$ cat src/rtl/divider_seq.sv
// divider_seq: sequential restoring divider, radix-2, one quotient bit per clock.
// Unsigned division with a run-time divisor, start/busy/done handshake and
// divide-by-zero detection.
//
// Parameters:
//   WIDTH      dividend and quotient width (>= 2)
//   DIV_WIDTH  divisor and remainder width (>= 1, <= WIDTH)
//
// Ports:
//   clk          rising-edge clock
//   reset        asynchronous active-high reset
//   start        request; accepted on a rising edge only while idle
//   dividend     unsigned dividend, captured with an accepted start
//   divisor      unsigned divisor, captured with an accepted start
//   quotient     registered quotient, updated on the done edge
//   remainder    registered remainder, updated on the done edge
//   done         one-cycle pulse when the results update
//   busy         high while a division is in progress
//   div_by_zero  set with done when the captured divisor was zero
module divider_seq #(
  parameter int WIDTH     = 14,
  parameter int DIV_WIDTH = 4
) (
  input  logic                 clk,
  input  logic                 reset,
  input  logic                 start,
  input  logic [WIDTH-1:0]     dividend,
  input  logic [DIV_WIDTH-1:0] divisor,
  output logic [WIDTH-1:0]     quotient,
  output logic [DIV_WIDTH-1:0] remainder,
  output logic                 done,
  output logic                 busy,
  output logic                 div_by_zero
);

  localparam int CW = $clog2(WIDTH);

  typedef enum logic [1:0] {
    IDLE = 2'd0,
    RUN  = 2'd1,
    ZERO = 2'd2
  } state_t;

  state_t               state, state_n;

  // Dividend shift register; quotient bits enter at the LSB as dividend
  // bits leave at the MSB, so it holds the full quotient after WIDTH steps.
  logic [WIDTH-1:0]     sr, sr_n;
  logic [DIV_WIDTH-1:0] dvs, dvs_n;
  // Partial remainder. After every step it is strictly below the divisor,
  // so the top bit of the (DIV_WIDTH+1)-bit working value is always zero
  // here and only DIV_WIDTH bits are stored.
  logic [DIV_WIDTH-1:0] prem, prem_n;
  logic [CW-1:0]        cnt, cnt_n;

  logic [WIDTH-1:0]     quotient_n;
  logic [DIV_WIDTH-1:0] remainder_n;
  logic                 done_n, busy_n, dbz_n;

  // One restoring step.
  logic [DIV_WIDTH:0]   shifted;
  logic                 fits;
  logic [DIV_WIDTH-1:0] trial;
  logic [DIV_WIDTH-1:0] step_rem;
  logic [WIDTH-1:0]     step_sr;

  always_comb begin
    shifted  = {prem, sr[WIDTH-1]};
    fits     = (shifted >= {1'b0, dvs});
    // When the subtraction fits the true difference is below the divisor,
    // so the modulo-2^DIV_WIDTH difference of the low bits is exact.
    trial    = shifted[DIV_WIDTH-1:0] - dvs;
    step_rem = fits ? trial : shifted[DIV_WIDTH-1:0];
    step_sr  = {sr[WIDTH-2:0], fits};
  end

  always_comb begin
    state_n     = state;
    sr_n        = sr;
    dvs_n       = dvs;
    prem_n      = prem;
    cnt_n       = cnt;
    quotient_n  = quotient;
    remainder_n = remainder;
    done_n      = 1'b0;
    busy_n      = busy;
    dbz_n       = div_by_zero;

    case (state)
      IDLE: begin
        if (start) begin
          sr_n   = dividend;
          dvs_n  = divisor;
          prem_n = '0;
          cnt_n  = CW'(WIDTH - 1);
          busy_n = 1'b1;
          if (divisor != '0) begin
            state_n = RUN;
            dbz_n   = 1'b0;
          end else begin
            state_n = ZERO;
          end
        end
      end

      RUN: begin
        prem_n = step_rem;
        sr_n   = step_sr;
        cnt_n  = cnt - 1'b1;
        if (cnt == '0) begin
          quotient_n  = step_sr;
          remainder_n = step_rem;
          done_n      = 1'b1;
          busy_n      = 1'b0;
          state_n     = IDLE;
        end
      end

      ZERO: begin
        quotient_n  = '1;
        remainder_n = sr[DIV_WIDTH-1:0];
        dbz_n       = 1'b1;
        done_n      = 1'b1;
        busy_n      = 1'b0;
        state_n     = IDLE;
      end

      default: begin
        state_n = IDLE;
        busy_n  = 1'b0;
      end
    endcase
  end

  always_ff @(posedge clk or posedge reset) begin
    if (reset) begin
      state       <= IDLE;
      sr          <= '0;
      dvs         <= '0;
      prem        <= '0;
      cnt         <= '0;
      quotient    <= '0;
      remainder   <= '0;
      done        <= 1'b0;
      busy        <= 1'b0;
      div_by_zero <= 1'b0;
    end else begin
      state       <= state_n;
      sr          <= sr_n;
      dvs         <= dvs_n;
      prem        <= prem_n;
      cnt         <= cnt_n;
      quotient    <= quotient_n;
      remainder   <= remainder_n;
      done        <= done_n;
      busy        <= busy_n;
      div_by_zero <= dbz_n;
    end
  end

endmodule

$ cat config.mk
export PLATFORM = sky130hd
export DESIGN_NAME = divider_seq
export DESIGN_NICKNAME = d
export VERILOG_FILES = /design/src/rtl/divider_seq.sv
export SDC_FILE = /design/constraint.sdc
export NUM_CORES = 1
export LEC_CHECK = 0
export BUFFER_PORTS_ARGS = -buffer_cell sky130_fd_sc_hd__buf_2
export CAP_MARGIN = 20
export CORE_AREA = 4 4 94 96
export CTS_CLUSTER_SIZE = 24
export DETAILED_ROUTE_END_ITERATION = 16
export DIE_AREA = 0 0 98 100
export PLACE_DENSITY = 0.52
export SLEW_MARGIN = 10
export SYNTH_ARGS = -nofsm -noshare
export SYNTH_HDL_FRONTEND = slang
export SYNTH_SLANG_ARGS = --single-unit
$ cat constraint.sdc
create_clock -name clk -period 3.3 [get_ports clk]
set_clock_uncertainty 0.05 [all_clocks]
set_input_delay 0.33 -clock clk [delete_from_list [all_inputs] [get_ports clk]]
set_output_delay 0.33 -clock clk [all_outputs]
set_load 0.01 [all_outputs]
==> results of run 1 <==
## path summary, 6_finish.rpt
check	from	to	slack [ns]	depth (start not counted)
max in group asynchronous	reset	dvs[1]	2.20	4
min	divisor[1]	dvs[1]	0.23	2
min in group asynchronous	reset	quotient[10]	0.50	3
max reg2reg	state[1]	quotient[10]	1.16	7
min reg2reg	quotient[2]	quotient[2]	0.43	2
max	state[1]	quotient[10]	1.16	7
## kinds of logic after synthesis
| kind of cell | Yosys count | share of synthesized area |
|---|---|---|
| and+or+nand+nor | 81 | 0.145 |
| AOI/OAI and AO/OA | 58 | 0.148 |
| DFF | 49 | 0.517 |
| buffers and inverters | 25 | 0.0432 |
| muxes | 21 | 0.0928 |
| adders and majority gates | 9 | 0.0506 |
| xor gates and xnor gates | 1 | 0.00369 |
## worst reg2reg max path, delay by kind of cell (launching register included)
family,cells,cell delay (ns)
buffers and inverters,3,0.59
adders and majority gates,1,0.19
DFF,1,0.38
AOI/OAI and AO/OA,2,0.52
and+or+nand+nor,1,0.31
## flip-flops by register name, indices dropped and copies added, names as in the netlist
signal	count
remainder	4
quotient	14
prem	4
cnt	4
dvs	4
busy	1
state	2
sr	14
div_by_zero	1
done	1
## cells in the final DEF (no fill, tap or decap), types with 2 or more instances in the layout
| cell | netlist | routed |
|---|---|---|
| o21ai_2 | 2 | 3 |
| clkbuf_8 | 0 | 5 |
| o221ai_1 | 2 | 2 |
| nor2_1 | 34 | 34 |
| mux2_2 | 4 | 4 |
| nand2_1 | 32 | 32 |
| o21ai_0 | 22 | 22 |
| o31ai_1 | 3 | 3 |
| ha_1 | 8 | 8 |
| nand2b_1 | 2 | 2 |
| nand3_1 | 3 | 3 |
| mux2i_1 | 16 | 16 |
| nor3_1 | 4 | 4 |
| a21oi_1 | 21 | 21 |
| dfrtp_1 | 49 | 49 |
| inv_1 | 15 | 14 |
| buf_2 | 7 | 41 |
| buf_4 | 0 | 3 |
## through the flow
step | hold slack (ns) | cell area [um2]
floorplan | 0.399 | 2370
global placement | 0.410 | 2690
global route | 0.230 | 2820
detailed placement | 0.419 | 2690
finish | 0.226 | 2820
CTS | 0.221 | 2780
## area by class of cell
cell class              count  area (um2)  share of cell area
flip-flops and latches     49        1230               0.434
repair buffers             47         273              0.0966
multi-input cells         170        1050               0.371
inverters                  15        56.3              0.0199
clock inverters             3        21.3             0.00753
well taps                 105         131              0.0465
clock buffers               5        68.8              0.0244
## where the power goes
group	internal (mW)	total (mW)	switching, mW
logic	0.486	1.12	0.639
registers	0.851	1.04	0.185
clock network	0.151	0.361	0.210
## routing by layer
metal,part of all wire,vias up,GRT usage
met5,0,-,0
met4,0.015,0,0.0383
met3,0.033,5,0.0250
met2,0.46,21,0.171
met1,0.49,854,0.147
li1,-,918,-
## timing repair
| action | CTS | global route |
|---|---|---|
| buffers inserted | 0 | 0 |
| endpoints found under the hold margin | 0 | 17 |
| hold buffers | 0 | 1 |
==> impl_metrics.csv, run 1 <==
group,metric,value,unit
sta,fmax,466,MHz
logic_synthesis,synth_most_common_cell,"dfrtp_1",
floorplanning,die_h,100,um
critical_path,worstSetupPathType,"reg2reg",
global_routing,grt_overflow,0,
critical_path,cp_max_fo,21,
routing,drc,0,
critical_path,cp.buffers_inverters,3,
global_routing,grt_max_degree,50,
floorplanning,ios,42,
critical_path,slowest_stage,"a21oi_4",
clock_network,cts.path.max_buffers,2,
sta,setup_viol,0,
clock_network,cts_buffers,5,
global_routing,grt_pass1_vias,1740,
floorplanning,dieArea,9800,um2
final_layout,final_cells,394,
final_layout,drive_above_1_share,0.239,
floorplanning,rows,33,
placed_design,port_buffers,41,
status,status,"finished clean",
sta,drv_slew,0,
logic_synthesis,async_reset_ff_frac,1.00,
final_layout,diodes,0,
logic_synthesis,yosysSeqAreaShare,0.517,
clock_network,cts-root-buf,"clkbuf_8",
power,leakage,1.35,nW
logic_synthesis,synth-seq-cells,49,
critical_path,critical_path.top_delay_family,"buffers and inverters",
sta,rsz0062_at_grt,"no",
clock_network,clock_sinks,49,
routing,avgRoutedWirePerCell,13.1,um
hold_path,min_path_type,"in2reg",
sta,setup_tns,0,ns
placed_design,place_inst,383,
logic_synthesis,synth_edf_count,0,
critical_path,cp.required,3.44,ns
critical_path,worst_setup_path_end_kind,"flip-flop",
sta,tightest_slew,0.665,ns
sta,post-route-period-util,0.650,
logic_synthesis,synth.distinct_cells,34,
placed_design,pre_cts_slack,1.14,ns
placed_design,place_hpwl,3.75,mm
clock_network,insertion_delay,0.30,ns
power,vdd_drop_max,0.231,mV
logic_synthesis,synth.top_cell.area_share,0.517,
global_routing,grt_use_total,0.108,
global_routing,antenna_found_initial,0,
final_layout,area_growth,19.0,%
floorplanning,fp.coreArea,8050,um2
power,fin_total_pwr,2.52,mW
logic_synthesis,yosysWarnings,0,
logic_synthesis,syn_avg_cell_area,9.72,um2
critical_path,cp-start-kind,"flip-flop",
logic_synthesis,ys_top_cells_by_area,"dfrtp_1 (52%), mux2i_1 (6.8%), nor2_1 (5.4%)",
logic_synthesis,synth_top_area_cell,"dfrtp_1",
floorplanning,die_w,98,um
clock_network,clkTransAtPathRegs,0.10,ns
routing,vias,1798,
sta,max_slew_margin,0.552,
logic_synthesis,syn-num-nets,274,
final_layout,final_util,0.351,
routing,drt_iter0_markers,66,
final_layout,fin_nets,318,
routing,via_per_inst,4.56,
clock_network,htree_levels,2,
global_routing,grt_pass1_wl,8.62,mm
floorplanning,start_util,0.295,
logic_synthesis,synth_area,2370,um2
final_layout,fill_cells,844,
sta,hold_violations,0,
logic_synthesis,synth_cells,244,
routing,wl,5.16,mm
routing,drt_pre_antenna_iters,4,
routing,ant_nets,0,
critical_path,path_cells,"inv_1 -> ha_1 -> buf_4 -> and4bb_2 -> a21oi_4 -> buf_4 -> o21ai_0",
clock_network,cts_resized,0,
clock_network,cts_tree,"built",
critical_path,cp_slowest_stage_delay,0.41,ns
power,power_density,893,nW/um2
critical_path,critPathMostFrequentCell,"buf_4",
logic_synthesis,synth_flop_cell,"dfrtp_1",
sta,final.min_clock_period,2.14,ns
job,cap_violations,0,
logic_synthesis,synthTopCellsByCount,"dfrtp_1 (49), nor2_1 (34), nand2_1 (32), o21ai_0 (22), a21oi_1 (21)",
critical_path,arrival,2.28,ns
sta,postLayoutSetupSlackWorst,1.16,ns
placed_design,gp_congestion,0.730,
Power figures use the tool's default switching activity.
==> run 2: changes to the inputs <==
==> constraint.sdc (replaced) <==
create_clock -name clk -period 2 [get_ports clk]
set_clock_uncertainty 0.05 [all_clocks]
set_input_delay 0.2 -clock clk [delete_from_list [all_inputs] [get_ports clk]]
set_output_delay 0.2 -clock clk [all_outputs]
set_load 0.01 [all_outputs]
==> run 2 against run 1 <==
- power up 69%
- register-to-register slack worse by 1.0 ns
- worst setup slack worse by 1.0 ns
- flip-flop and latch count unchanged
- final cell count up 1.3%
- count of clock-buffer cells in the layout up 1
- worst hold slack worse by 0.12 ns
- critical endpoint is now remainder[3]
- highest routed layer unchanged
==> impl_metrics.csv, run 2 (synthesis results as in run 1) <==
group,metric,value,unit
global_routing,grt_max_degree,27,
critical_path,worst_setup_path_end_kind,"flip-flop",
sta,timing.hold.ws,0.106,ns
hold_path,hold_path.startpoint,"divisor[2]",
status,status,"finished clean",
critical_path,cp.buffers_inverters,1,
power,vdd_drop_max,0.394,mV
sta,post-route-period-util,0.942,
global_routing,grt_use_total,0.113,
clock_network,cts_tree,"built",
final_layout,area_growth,21.3,%
critical_path,path_cells,"inv_1 -> ha_1 -> nand2b_1 -> a211oi_4 -> nor2_1 -> a211o_1 -> o31ai_1",
hold_path,hold_path_end,"dvs[2]",
floorplanning,ios,42,
clock_network,insertion_delay,0.30,ns
critical_path,r2r-start,"sr[13]",
routing,via_per_inst,4.62,
sta,rsz0062_at_grt,"no",
critical_path,cp-start-kind,"flip-flop",
routing,drc,0,
global_routing,grt_overflow,0,
final_layout,drive_above_1_share,0.252,
routing,vias,1844,
final_layout,top_regs,"quotient (14), sr (14)",
critical_path,cp_max_fo,2,
final_layout,diodes,0,
placed_design,place_hpwl,3.92,mm
hold_path,whs_path_depth,2,
critical_path,slowest_stage,"dfrtp_1",
floorplanning,die_w,98,um
power,leakage,1.38,nW
floorplanning,die_h,100,um
critical_path,cp_slowest_stage_delay,0.35,ns
sta,postLayoutSetupSlackWorst,0.115,ns
floorplanning,dieArea,9800,um2
critical_path,reg2reg_setup_slack,0.12,ns
global_routing,antenna_found_initial,0,
routing,drt_pre_antenna_iters,4,
sta,hold_violations,0,
sta,tightest_slew,0.555,ns
sta,drv_slew,0,
power,power_density,1480,nW/um2
global_routing,grt_pass1_vias,1824,
final_layout,fin_nets,324,
placed_design,port_buffers,41,
critical_path,worstReg2RegEnd,"remainder[3]",
clock_network,clkTransAtPathRegs,0.09,ns
clock_network,clock_sinks,49,
critical_path,critical_path.top_delay_family,"compound AO/OA/AOI/OAI gates",
clock_network,cts-root-buf,"clkbuf_8",
job,cap_violations,0,
sta,fmax,531,MHz
critical_path,arrival,2.04,ns
routing,avgRoutedWirePerCell,13.1,um
sta,setup_viol,0,
routing,drt_iter0_markers,76,
placed_design,gp_congestion,0.761,
clock_network,cts_buffers,5,
clock_network,cts.path.max_buffers,2,
hold_path,min_path_type,"in2reg",
critical_path,rr_worst_depth,7,
sta,setup_tns,0,ns
power,fin_total_pwr,4.26,mW
critical_path,worstSetupPathType,"reg2reg",
final_layout,layout_commonest_cell,"dfrtp_1",
floorplanning,rows,33,
critical_path,cp.required,2.15,ns
final_layout,finalInstanceArea,2880,um2
routing,wl,5.22,mm
sta,max_slew_margin,0.629,
placed_design,pre_cts_slack,0.114,ns
placed_design,dpl_cell_area,2750,um2
floorplanning,start_util,0.295,
global_routing,grt_pass1_wl,8.95,mm
floorplanning,fp.coreArea,8050,um2
sta,final.min_clock_period,1.88,ns
clock_network,htree_levels,2,
final_layout,layout_common_cells,"dfrtp_1 (49), buf_2 (41), nor2_1 (34), nand2_1 (32)",
routing,ant_nets,0,
[run 2: changes by cell type in the layout (fill, tap and decap cells not counted)]
cell	change
o21ai_2	-1
buf_8	-1
a211oi_4	+1
o21ai_4	+1
a211oi_2	-1
o21ai_1	+1
inv_6	-1
o21ai_0	-1
clkinv_2	-1
buf_4	+7
clkbuf_8	+1
[run 2: repair_timing]
| item | CTS | global route |
|---|---|---|
| buffers inserted | 0 | 1 |
| hold endpoints to repair | 24 | 0 |
| gates resized for setup | 0 | 3 |
| hold buffers | 1 | 0 |
| endpoints found under the setup margin | 0 | 8 |
[run 2: area by class of cell]
type	count	area [um2]
clock buffer	6	82.6
sequential	49	1230
multi-input combinational	170	1060
inverter	15	56.3
clock inverter	1	7.51
tap	105	131
fill	820	5170
timing repair buffer	53	310
[run 2: worst reg2reg max path, cell delays in order, from the launching register on]
cell	delay, ns
dfrtp_1	0.35
inv_1	0.05
ha_1	0.29
nand2b_1	0.18
a211oi_4	0.27
nor2_1	0.08
a211o_1	0.28
o31ai_1	0.23
[run 2: where the power goes]
group,switching (mW),internal (mW)
clock,0.316,0.274
sequential,0.308,1.40
combinational,1.08,0.880
[run 2: worst max path at each step]
stage	cells past startpoint	startpoint	slack, ns	endpoint
after detailed placement	7	sr[13]	0.11	remainder[2]
after CTS	7	sr[13]	0.07	remainder[0]
after floorplan	7	sr[13]	0.22	remainder[0]
final	7	sr[13]	0.12	remainder[3]
after global routing	7	sr[13]	0.003	remainder[3]
after global placement	7	sr[13]	0.13	remainder[0]
[run 2: metrics by stage]
| step | instances | utilization |
|---|---|---|
| floorplan | 244 | - |
| global placement | 390 | 0.342 |
| detailed placement | 390 | 0.342 |
| CTS | 398 | 0.354 |
| global route | 399 | 0.357 |
| finish | 399 | 0.357 |
[run 2: metal layers]
layer / global-route usage / wire length [um] / up-vias
met1: 0.154 / 2560 / 884
li1: - / - / 932
met4: 0.0383 / 47 / 0
met2: 0.179 / 2480 / 26
met3: 0.0257 / 134 / 2
met5: 0 / 0 / -
